`src/rtl/uart.sv`:
```
`timescale 1ns/1ps
// 8N1 UART: independent receiver and transmitter sharing one clock.
// The receiver synchronizes rx, confirms the start bit at its midpoint and
// samples each later bit at mid-bit. The transmitter drives tx, holding
// each bit for DIV clocks.
module uart #(
    parameter int unsigned CLK_HZ = 25000000,
    parameter int unsigned BAUD   = 115200
) (
    input  logic       clock,
    input  logic       reset_n,
    input  logic       rx,
    output logic       tx,
    input  logic [7:0] tx_data,
    input  logic       tx_send,
    output logic       tx_busy,
    output logic [7:0] rx_data,
    output logic       rx_done,
    output logic       rx_err
);

    localparam int unsigned DIV = CLK_HZ / BAUD;
    localparam int unsigned CW  = (DIV > 1) ? $clog2(DIV) : 1;
    localparam logic [CW-1:0] CNT_LAST = CW'(DIV - 1);
    localparam logic [CW-1:0] CNT_MID  = CW'(DIV / 2);

    localparam logic [2:0] R_IDLE  = 3'd0;
    localparam logic [2:0] R_START = 3'd1;
    localparam logic [2:0] R_DATA  = 3'd2;
    localparam logic [2:0] R_STOP  = 3'd3;
    localparam logic [2:0] R_WAIT  = 3'd4;

    localparam logic [1:0] T_IDLE  = 2'd0;
    localparam logic [1:0] T_START = 2'd1;
    localparam logic [1:0] T_DATA  = 2'd2;
    localparam logic [1:0] T_STOP  = 2'd3;

    // ---------------------------------------------------------------- RX
    logic          r_rx_meta;
    logic          r_rx_sync;
    logic [2:0]    r_rx_state;
    logic [CW-1:0] r_rx_cnt;
    logic [2:0]    r_rx_bit;
    logic [7:0]    r_rx_shift;
    logic [7:0]    r_rx_data;
    logic          r_rx_done;
    logic          r_rx_err;

    logic [2:0]    w_rx_state_nxt;
    logic [CW-1:0] w_rx_cnt_nxt;
    logic [2:0]    w_rx_bit_nxt;
    logic [7:0]    w_rx_shift_nxt;
    logic [7:0]    w_rx_data_nxt;
    logic          w_rx_done_nxt;
    logic          w_rx_err_nxt;

    // Two-flop synchronizer for the asynchronous rx line; idles high.
    always_ff @(posedge clock or negedge reset_n) begin
        if (!reset_n) begin
            r_rx_meta <= 1'b1;
            r_rx_sync <= 1'b1;
        end else begin
            r_rx_meta <= rx;
            r_rx_sync <= r_rx_meta;
        end
    end

    // Receiver next-state and output logic.
    always_comb begin
        w_rx_state_nxt = r_rx_state;
        w_rx_cnt_nxt   = r_rx_cnt;
        w_rx_bit_nxt   = r_rx_bit;
        w_rx_shift_nxt = r_rx_shift;
        w_rx_data_nxt  = r_rx_data;
        w_rx_done_nxt  = 1'b0;
        w_rx_err_nxt   = 1'b0;
        case (r_rx_state)
            R_IDLE: begin
                w_rx_cnt_nxt = '0;
                w_rx_bit_nxt = '0;
                if (!r_rx_sync) begin
                    w_rx_state_nxt = R_START;
                end
            end
            R_START: begin
                if (r_rx_cnt == CNT_MID) begin
                    w_rx_cnt_nxt   = '0;
                    w_rx_state_nxt = r_rx_sync ? R_IDLE : R_DATA;
                end else begin
                    w_rx_cnt_nxt = r_rx_cnt + CW'(1);
                end
            end
            R_DATA: begin
                if (r_rx_cnt == CNT_LAST) begin
                    w_rx_cnt_nxt   = '0;
                    w_rx_shift_nxt = {r_rx_sync, r_rx_shift[7:1]};
                    if (r_rx_bit == 3'd7) begin
                        w_rx_bit_nxt   = '0;
                        w_rx_state_nxt = R_STOP;
                    end else begin
                        w_rx_bit_nxt = r_rx_bit + 3'd1;
                    end
                end else begin
                    w_rx_cnt_nxt = r_rx_cnt + CW'(1);
                end
            end
            R_STOP: begin
                if (r_rx_cnt == CNT_LAST) begin
                    w_rx_cnt_nxt = '0;
                    if (r_rx_sync) begin
                        w_rx_data_nxt  = r_rx_shift;
                        w_rx_done_nxt  = 1'b1;
                        w_rx_state_nxt = R_IDLE;
                    end else begin
                        w_rx_err_nxt   = 1'b1;
                        w_rx_state_nxt = R_WAIT;
                    end
                end else begin
                    w_rx_cnt_nxt = r_rx_cnt + CW'(1);
                end
            end
            R_WAIT: begin
                // A held-low line after a bad stop bit reports only once.
                w_rx_cnt_nxt = '0;
                if (r_rx_sync) begin
                    w_rx_state_nxt = R_IDLE;
                end
            end
            default: begin
                w_rx_state_nxt = R_IDLE;
                w_rx_cnt_nxt   = '0;
                w_rx_bit_nxt   = '0;
            end
        endcase
    end

    // Receiver state register.
    always_ff @(posedge clock or negedge reset_n) begin
        if (!reset_n) begin
            r_rx_state <= R_IDLE;
            r_rx_cnt   <= '0;
            r_rx_bit   <= '0;
            r_rx_shift <= '0;
            r_rx_data  <= '0;
            r_rx_done  <= 1'b0;
            r_rx_err   <= 1'b0;
        end else begin
            r_rx_state <= w_rx_state_nxt;
            r_rx_cnt   <= w_rx_cnt_nxt;
            r_rx_bit   <= w_rx_bit_nxt;
            r_rx_shift <= w_rx_shift_nxt;
            r_rx_data  <= w_rx_data_nxt;
            r_rx_done  <= w_rx_done_nxt;
            r_rx_err   <= w_rx_err_nxt;
        end
    end

    // ---------------------------------------------------------------- TX
    logic [1:0]    r_tx_state;
    logic [CW-1:0] r_tx_cnt;
    logic [2:0]    r_tx_bit;
    logic [7:0]    r_tx_shift;
    logic          r_tx;
    logic          r_tx_busy;

    logic [1:0]    w_tx_state_nxt;
    logic [CW-1:0] w_tx_cnt_nxt;
    logic [2:0]    w_tx_bit_nxt;
    logic [7:0]    w_tx_shift_nxt;
    logic          w_tx_nxt;
    logic          w_tx_busy_nxt;
    logic          w_tx_bit_end;

    assign w_tx_bit_end = (r_tx_cnt == CNT_LAST);

    // Transmitter next-state and output logic; tx is registered so it
    // already carries the value of the state being entered.
    always_comb begin
        w_tx_state_nxt = r_tx_state;
        w_tx_cnt_nxt   = r_tx_cnt;
        w_tx_bit_nxt   = r_tx_bit;
        w_tx_shift_nxt = r_tx_shift;
        w_tx_nxt       = r_tx;
        w_tx_busy_nxt  = r_tx_busy;
        case (r_tx_state)
            T_IDLE: begin
                w_tx_nxt      = 1'b1;
                w_tx_busy_nxt = 1'b0;
                w_tx_cnt_nxt  = '0;
                w_tx_bit_nxt  = '0;
                if (tx_send) begin
                    w_tx_shift_nxt = tx_data;
                    w_tx_state_nxt = T_START;
                    w_tx_nxt       = 1'b0;
                    w_tx_busy_nxt  = 1'b1;
                end
            end
            T_START: begin
                if (w_tx_bit_end) begin
                    w_tx_cnt_nxt   = '0;
                    w_tx_nxt       = r_tx_shift[0];
                    w_tx_state_nxt = T_DATA;
                end else begin
                    w_tx_cnt_nxt = r_tx_cnt + CW'(1);
                end
            end
            T_DATA: begin
                if (w_tx_bit_end) begin
                    w_tx_cnt_nxt = '0;
                    if (r_tx_bit == 3'd7) begin
                        w_tx_bit_nxt   = '0;
                        w_tx_nxt       = 1'b1;
                        w_tx_state_nxt = T_STOP;
                    end else begin
                        w_tx_bit_nxt   = r_tx_bit + 3'd1;
                        w_tx_shift_nxt = {1'b0, r_tx_shift[7:1]};
                        w_tx_nxt       = r_tx_shift[1];
                    end
                end else begin
                    w_tx_cnt_nxt = r_tx_cnt + CW'(1);
                end
            end
            T_STOP: begin
                if (w_tx_bit_end) begin
                    w_tx_cnt_nxt   = '0;
                    w_tx_nxt       = 1'b1;
                    w_tx_busy_nxt  = 1'b0;
                    w_tx_state_nxt = T_IDLE;
                end else begin
                    w_tx_cnt_nxt = r_tx_cnt + CW'(1);
                end
            end
            default: begin
                w_tx_state_nxt = T_IDLE;
                w_tx_nxt       = 1'b1;
                w_tx_busy_nxt  = 1'b0;
                w_tx_cnt_nxt   = '0;
            end
        endcase
    end

    // Transmitter state register.
    always_ff @(posedge clock or negedge reset_n) begin
        if (!reset_n) begin
            r_tx_state <= T_IDLE;
            r_tx_cnt   <= '0;
            r_tx_bit   <= '0;
            r_tx_shift <= '0;
            r_tx       <= 1'b1;
            r_tx_busy  <= 1'b0;
        end else begin
            r_tx_state <= w_tx_state_nxt;
            r_tx_cnt   <= w_tx_cnt_nxt;
            r_tx_bit   <= w_tx_bit_nxt;
            r_tx_shift <= w_tx_shift_nxt;
            r_tx       <= w_tx_nxt;
            r_tx_busy  <= w_tx_busy_nxt;
        end
    end

    assign tx      = r_tx;
    assign tx_busy = r_tx_busy;
    assign rx_data = r_rx_data;
    assign rx_done = r_rx_done;
    assign rx_err  = r_rx_err;

endmodule

```
`config.mk`:
```
export PLATFORM = sky130hd
export DESIGN_NAME = uart
export DESIGN_NICKNAME = d
export VERILOG_FILES = /design/src/rtl/uart.sv
export SDC_FILE = /design/constraint.sdc
export NUM_CORES = 1
export LEC_CHECK = 0
export ABC_AREA = 1
export BUFFER_PORTS_ARGS = -buffer_cell sky130_fd_sc_hd__buf_4
export CAP_MARGIN = 0
export CELL_PAD_IN_SITES_DETAIL_PLACEMENT = 0
export CELL_PAD_IN_SITES_GLOBAL_PLACEMENT = 1
export CORE_MARGIN = 2
export CORE_UTILIZATION = 40
export DETAILED_ROUTE_END_ITERATION = 16
export PLACE_DENSITY_LB_ADDON = 0.3
export SETUP_SLACK_MARGIN = 0.1
export SLEW_MARGIN = 40
export SYNTH_ARGS = -nofsm -noshare
export SYNTH_HDL_FRONTEND = slang
export SYNTH_SLANG_ARGS = --single-unit
```
`constraint.sdc`:
```
create_clock -name clock -period 1.42 [get_ports clock]
set_input_delay 0.213 -clock clock [delete_from_list [all_inputs] [get_ports clock]]
set_output_delay 0.213 -clock clock [all_outputs]
set_load 0.05 [all_outputs]
```
==> metrics.md, run 1 <==
| Metric | Value |
|---|---|
| Run status | complete, no violations |
| Area Overhead vs Synth | 45.53% |
| Number of search-and-repair iterations in the first detailed-routing pass | 4 |
| Antenna diodes | 0 |
| Number of clock sinks | 57 |
| Quantity of I/O buffers inserted on ports | 23 |
| DIE HEIGHT | 89.26 um |
| Buffer levels on the longest clock path | 2 |
| Worst hold path depth | 3 |
| Last weighted congestion value of the routability-driven placer | 0.8032 |
| Proportion of synthesized chip area in sequential cells | 0.4918 |
| Crit path capture type | flip-flop |
| Die Wd | 89.26 um |
| Most Used Layer, Global Route | met2 |
| Yosys synthesis warning count | 0 |
| Area of the multi-input gates | 0.001719 sq mm |
| Average vias per placed instance | 4.778 |
| H-tree level count | 3 |
| Hold path start | tx_send |
| Cells taking the most area after synthesis | dfrtp_1 46%, nand2_1 15%, ha_1 5.6% |
| Most used standard cells in the synthesized netlist | 113 x nand2_1, 54 x dfrtp_1, 38 x inv_1, 31 x nor2_1 |
| Final hold violation count | 0 |
| Number of inserted filler cells in the final layout | 632 |
| Area of the mapped netlist | 0.002908 sq mm |
| Worst vdd ir | 0.0009689 V |
| Clock transition time at the flip-flop clock pins of the worst setup and hold paths | 70 ps |
| Total internal power | 0.003916 W |
| Wire length of the first global-routing pass | 10340 um |
| Placed cell count | 489 |
| Endpoint arrival time on the critical path | 1680 ps |
| Number of nets in the synthesized netlist | 373 |
| Antenna violations before repair | 0 |
| Final period util | 0.9919 |
| Dpl hpwl | roughly 4000 um |
| Die ar. | 0.007967 sq mm |
| Average wire length per cell after detail routing | approximately 12 um |
| Maximum cell stage delay along the critical path | about 460 ps |
| Syn_area_per_cell | between 8 and 9 sq um |
| Proportion of synthesized flip-flops having asynchronous set or reset | 1.000 |
| Global-route total usage across every layer | 0.1685 |
| Synth Register Bits | 57 |
| Reg area | 0.001434 sq mm |
| Max-slew violation count | 0 |
| Sw frac | 0.3596 |
| Total wire length | 6506 um |
| Primary flip-flop cell chosen by synthesis mapping | dfrtp_1 |
| Net count of the finished layout | between 400 and 500 |
| Via count of the first global-routing pass | around 2400 |
| Largest area contributor in the synthesized netlist | dfrtp_1 |
| DRC violations left | 0 |
| Worst slew margin relative to its limit | 0.8080 |
| Clock latency reported for the late side of the worst-skew pair | 340 ps |
| Maximum number of pins on one net before global-route repair | 37 |
| Clk pwr share | 0.275 |
| Worst-path cell with the longest stage delay | dfrtp_2 |
| Switch Pwr | roughly 0.0022 W |
| Clock Skew | 6.229 ps |
| Final worst path period need | between 1000 and 1500 ps |
| Antenna violation net count after detailed routing | 0 |
| Type of the tightest min-delay check | in -> reg |
| Cell Rows | 31 |
| Total power per unit cell area | 1445 mW/mm^2 |
| Global routing met1 resource utilization | 0.2173 |
| Peak fanout along the critical path | 8 |
| Logic gate share of total power | 0.392 |
| Root Driver | clkbuf_8 |
| Relative contribution of sequential cells to total power | 0.333 |
| Class of the most critical setup path | reg -> reg |
| R2R setup slack | 10 ps |
| Worst hold slack | ~160 ps |
| Count of routing violations after the opening detailed-route iteration | between 60 and 70 |
| Synthesized instance count | 348 |
| Highest Clock Rate | 710.0 MHz |
| Starting density of the core | 0.4074 |
| Hold Crit Endpoint | tx_busy |
| Met2 track demand over resource | 0.2727 |
| Placeable Area | just over 0.007 sq mm |
| Final Util | 0.5929 |
| Overall via count from detail_route | 2523 |
| Area share of the largest cell type after synthesis | 0.4647 |
| RSZ-0062 raised after global routing | true |
| Count of final setup violators | 0 |
| Transition at the pin with the smallest max-transition slack | approximately 290 ps |
| Clock tree from TritonCTS | yes |
| Critical R2R Capture | r_tx_shift[7] |
| Max-capacitance violation count | 0 |
| EDFF count, synth | 0 |
| Grt met3 use | 0.04063 |
| Overflow after GRT | 0 |
| Leak Pwr | 1.965 nW |
| Required arrival time at the worst endpoint | 1690 ps |
| Startpoint of the worst register-to-register path | r_tx_state[1] |
| Startpoint types | flip-flop |
| Num ports | 24 |
| Worst Reg-to-Reg Cells | 7 |
| Unique cell type count in the Yosys netlist | 29 |
| Most used standard cell by instance count after synthesis | nand2_1 |
| Most common cell on crit path | nand2_1 |
| Number of buffers added by the clock tree synthesis step | 9 |
| Layout Cells excl Fill | 528 |
| Critical path, cell by cell | inv_4 > ha_4 > inv_2 > or2_4 > nand3_4 > nand2_1 > nand2_1 |
| Proportion of layout cells with a drive suffix above 1 | 0.4755 |
[through the flow]
step	cell area [sq um]	power, W	setup slack [ps]	setup TNS (ps)
2_1_floorplan	2953	0.003199	49.68	0
3_3_place_gp	3392	0.003748	-46.45	-329.4
3_5_place_dp	3392	0.003762	-44.43	-544.6
4_1_cts	3759	0.005643	12.63	0
5_1_grt	4232	0.006537	-59.19	-560.6
6_report	4232	0.006116	11.56	0
[critical path, delay by kind of cell, from the launching register on]
family                     cells  cell delay, ps
and+or+nand+nor                4             550
adders and majority gates      1             170
DFF                            1             460
buffers and inverters          2             160
[power by group through the flow]
stage	Sequential, W	Combinational (W)	Clock [W]
finish	0.00204	0.00240	0.00168
global route	0.00206	0.00266	0.00182
CTS	0.00200	0.00191	0.00173
detailed placement	0.00202	0.00174	0
global placement	0.00203	0.00172	0
floorplan	0.00211	0.00109	0
[state kept, by name, indices dropped and copies added (netlist names), 2 cells and up]
register    cells
r_tx_shift      8
r_rx_cnt        8
r_rx_shift      8
r_tx_bit        3
r_rx_bit        3
r_rx_state      3
r_tx_state      2
rx_data         8
r_tx_cnt        8
[cell type report]
type,instances,area share
Clock inverter,7,0.02247
Inverter,43,0.04347
Multi-Input combinational cell,246,0.4063
Sequential cell,57,0.3389
Clock buffer,9,0.02927
Timing Repair Buffer,67,0.1304
Tap cell,99,0.02927
[routing by layer]
layer,vias to the layer above,wire (um)
met5,-,0
met4,0,173
met3,14,241
met2,48,3263
met1,1188,2827
li1,1273,-
[layout by cell type, fill, tap and decap left out, types with 2 or more instances in the layout]
| master | n |
|---|---|
| nand3_4 | 3 |
| nand4_1 | 14 |
| dfrtp_1 | 51 |
| nor2_1 | 20 |
| dfstp_2 | 3 |
| xor2_1 | 3 |
| or2_4 | 3 |
| nand2_4 | 17 |
| nand3_2 | 6 |
| bufinv_16 | 2 |
| o21ai_1 | 7 |
| clkinvlp_4 | 4 |
| nand2_1 | 80 |
| buf_6 | 5 |
| dlygate4sd3_1 | 2 |
| o21ai_0 | 6 |
| o21bai_1 | 2 |
| inv_2 | 14 |
| nor2_2 | 4 |
| nand3_1 | 8 |
| dfrtp_2 | 3 |
| nor2_4 | 10 |
| clkbuf_8 | 9 |
| inv_1 | 26 |
| nand2_2 | 20 |
| nor3_2 | 4 |
| o21ai_2 | 17 |
| a21oi_1 | 2 |
| ha_2 | 6 |
| buf_4 | 58 |
| buf_12 | 2 |
| ha_4 | 6 |
[worst max path at each step]
stage	to	startpoint	cells after the start	slack [ps]
CTS	rx_data[4]	r_rx_cnt[1]	9	10
detailed placement	rx_data[4]	r_rx_cnt[1]	9	-40
global route	rx_data[4]	r_rx_cnt[0]	9	-60
finish	r_tx_shift[7]	r_tx_state[1]	7	10
floorplan	rx_data[5]	r_rx_cnt[0]	10	50
global placement	rx_data[3]	r_rx_cnt[0]	9	-50
[what timing repair did]
| item | CTS | global route |
|---|---|---|
| gates resized for setup | 15 | 114 |
| endpoints found under the setup margin | 42 | 52 |
| cloned | 2 | 1 |
| hold endpoints to repair | 22 | 0 |
| pin swaps | 5 | 53 |
| hold buffers | 2 | 0 |
| setup buffers | 7 | 12 |
[cell families after synthesis]
group | synth area share
flops | 0.4918
compound gates | 0.08434
fa+ha+maj | 0.05594
buf+inv | 0.07014
xor+xnor | 0.01205
simple gates | 0.2857
(Power assumes the default switching activity.)
==> inputs of run 2 (changes only) <==
Settings changed: CORE_UTILIZATION 40 to 48, SKIP_CTS_REPAIR_TIMING from default to 1.
Clock period 1.42 ns to 1.7 ns, I/O delays scaled along.
==> run 2 against run 1 <==
  * Clock-buffer cell count rose by 2
  * Die area decreased by 16%
  * Non-clock buffer count down 36
  * Sequential power decreased by 18%
  * Wire length decreased by 17%
  * Sequential share of layout area rose by 7.3 points
  * Power shrank 28%
  * Register-to-register slack gained 210 ps
  * Worst setup slack better by 210 ps
  * Largest cell class is now flip-flops and latches
  * Largest power group is now sequential cells
  * Highest routed layer unchanged
==> metrics.md, run 2 (synthesis results as in run 1) <==
| Metric | Value |
|---|---|
| Run status | complete, no violations |
| Clock latency reported for the late side of the worst-skew pair | 340 ps |
| Clock tree from TritonCTS | yes |
| Most frequent standard cell in the layout excluding fill and tap cells | nand2_1 |
| Startpoint of the worst register-to-register path | r_tx_bit[0] |
| Post-Place Cell Area | between 0.003 and 0.004 sq mm |
| Required arrival time at the worst endpoint | 1930 ps |
| Worst hold slack | about 28 ps |
| Post-route cell area | 0.003472 sq mm |
| Final worst path period need | around 1500 ps |
| Leak Pwr | 1.732 nW |
| H-tree level count | 3 |
| DRC violations left | 0 |
| Overflow after GRT | 0 |
| Final hold violation count | 0 |
| Critical R2R Capture | r_tx_shift[0] |
| Quantity of I/O buffers inserted on ports | 23 |
| Average wire length per cell after detail routing | ~12 um |
| Area of the multi-input gates | 0.001316 sq mm |
| Last weighted congestion value of the routability-driven placer | approximately 0.8 |
| Count of final setup violators | 0 |
| Via count of the first global-routing pass | 2129 |
| Overall power consumption | 0.004398 W |
| Number of inserted filler cells in the final layout | 542 |
| Worst-path cell with the longest stage delay | dfrtp_1 |
| Class of the most critical setup path | reg -> reg |
| Cell Rows | 28 |
| Overall via count from detail_route | 2255 |
| Buffer levels on the longest clock path | 2 |
| Worst Reg-to-Reg Cells | 8 |
| Maximum number of pins on one net before global-route repair | 34 |
| Total power per unit cell area | 1267 mW/mm^2 |
| Net count of the finished layout | about 410 |
| Worst slew margin relative to its limit | 0.7056 |
| Num ports | 24 |
| Final TNS setup | 0 ps |
| Capturing instance or port of the critical path | r_tx_shift[0] |
| Dpl hpwl | 3694 um |
| Placeable Area | 0.005886 sq mm |
| Root Driver | clkbuf_8 |
| Wire length of the first global-routing pass | slightly above 9000 um |
| Reg area | 0.001430 sq mm |
| Die ar. | roughly 0.0067 sq mm |
| Type of the tightest min-delay check | in -> reg |
| Peak fanout along the critical path | 9 |
| Most common cell on crit path | nand2_1 |
| Clock Skew | ~13 ps |
| R2R setup slack | 220 ps |
| Max-capacitance violation count | 0 |
| Critical path, cell by cell | ha_1 > ha_1 > inv_1 > nand2_1 > nand2_4 > nand3_4 > nand2_1 > nand2_1 |
| Number of clock sinks | 57 |
| Transition at the pin with the smallest max-transition slack | 441.7 ps |
| Number of buffers added by the clock tree synthesis step | 9 |
| Worst hold path depth | 1 |
| Clock transition time at the flip-flop clock pins of the worst setup and hold paths | approximately 70 ps |
| RSZ-0062 raised after global routing | true |
| Hold path start | rx |
| Average vias per placed instance | 4.839 |
| Antenna violations before repair | 0 |
| Worst vdd ir | 0.0009100 V |
| Number of search-and-repair iterations in the first detailed-routing pass | 4 |
| Final period util | 0.8723 |
| Global-route total usage across every layer | 0.1831 |
| Starting density of the core | 0.4940 |
| Startpoint types | flip-flop |
| Max-slew violation count | 0 |
| Count of routing violations after the opening detailed-route iteration | 54 |
| Most used cells in the layout excluding fill and tap cells | 109 x nand2_1, 54 x dfrtp_1, 38 x inv_1 |
| Endpoint arrival time on the critical path | about 1700 ps |
| Crit path capture type | flip-flop |
| Critical path launch point | r_tx_bit[0] |
| DIE HEIGHT | 81.83 um |
| Antenna diodes | 0 |
| Antenna violation net count after detailed routing | 0 |
| Proportion of layout cells with a drive suffix above 1 | 0.2174 |
| Area Overhead vs Synth | 19.41% |
| Total wire length | between 5000 and 6000 um |
| Die Wd | 81.83 um |
| Highest Clock Rate | 674.4 MHz |
| Maximum cell stage delay along the critical path | 390 ps |
## run 2: changes by cell type in the layout (fill, tap and decap cells not counted), moves of 9 or more
cell,before,now
buf_4,58,29
nand2_2,20,5
inv_1,26,38
inv_2,14,4
nor2_4,10,1
nand2_1,80,109
nor2_1,20,31
ha_1,1,12
nand2_4,17,3
## run 2: final cells by class
type | count | area share
clock inverter | 5 | 0.02270
clock buffer | 11 | 0.04072
timing repair buffer | 31 | 0.07135
tap | 75 | 0.02703
sequential | 57 | 0.4119
multi-input combinational | 244 | 0.3791
inverter | 43 | 0.04721
## run 2: through the flow
| step | setup WS [ps] | utilization | std cells |
|---|---|---|---|
| 2_1_floorplan | 195.3 | - | 348 |
| 3_3_place_gp | 143.2 | 0.5398 | 445 |
| 3_5_place_dp | 92.95 | 0.5398 | 445 |
| 4_1_cts | 80.03 | 0.5772 | 461 |
| 5_1_grt | 73.89 | 0.5899 | 466 |
| 6_report | 217.1 | 0.5899 | 466 |
## run 2: how the worst min path moves through the flow
stage / endpoint / slack (ps)
floorplan: r_rx_bit[0] / -40
global placement: r_tx_cnt[1] / 230
detailed placement: r_tx_cnt[0] / 250
CTS: r_tx_cnt[2] / -130
global route: r_rx_meta / 20
finish: r_rx_meta / 30
## run 2: worst max-delay path, delay by kind of cell, from the launching register on
family | cells | cell delay (ps)
flops | 1 | 390
fa+ha+maj | 2 | 400
simple gates | 5 | 500
buf+inv | 1 | 80
## run 2: power by group
group | leakage (nW) | switching, W | total [W] | internal (W)
sequential | 0.751 | 0.000126 | 0.00168 | 0.00155
combinational | 0.868 | 0.000825 | 0.00130 | 0.000479
clock | 0.113 | 0.000553 | 0.00142 | 0.000863
total | 1.73 | 0.00150 | 0.00440 | 0.00289
## run 2: metal layers
layer	routed length, um	track usage	vias up	part of all wire
met5	0	0	-	0
met4	79	0.06500	0	0.015
met3	180	0.05604	9	0.033
met2	2525	0.2886	26	0.47
met1	2636	0.2390	1028	0.49
li1	-	-	1192	-
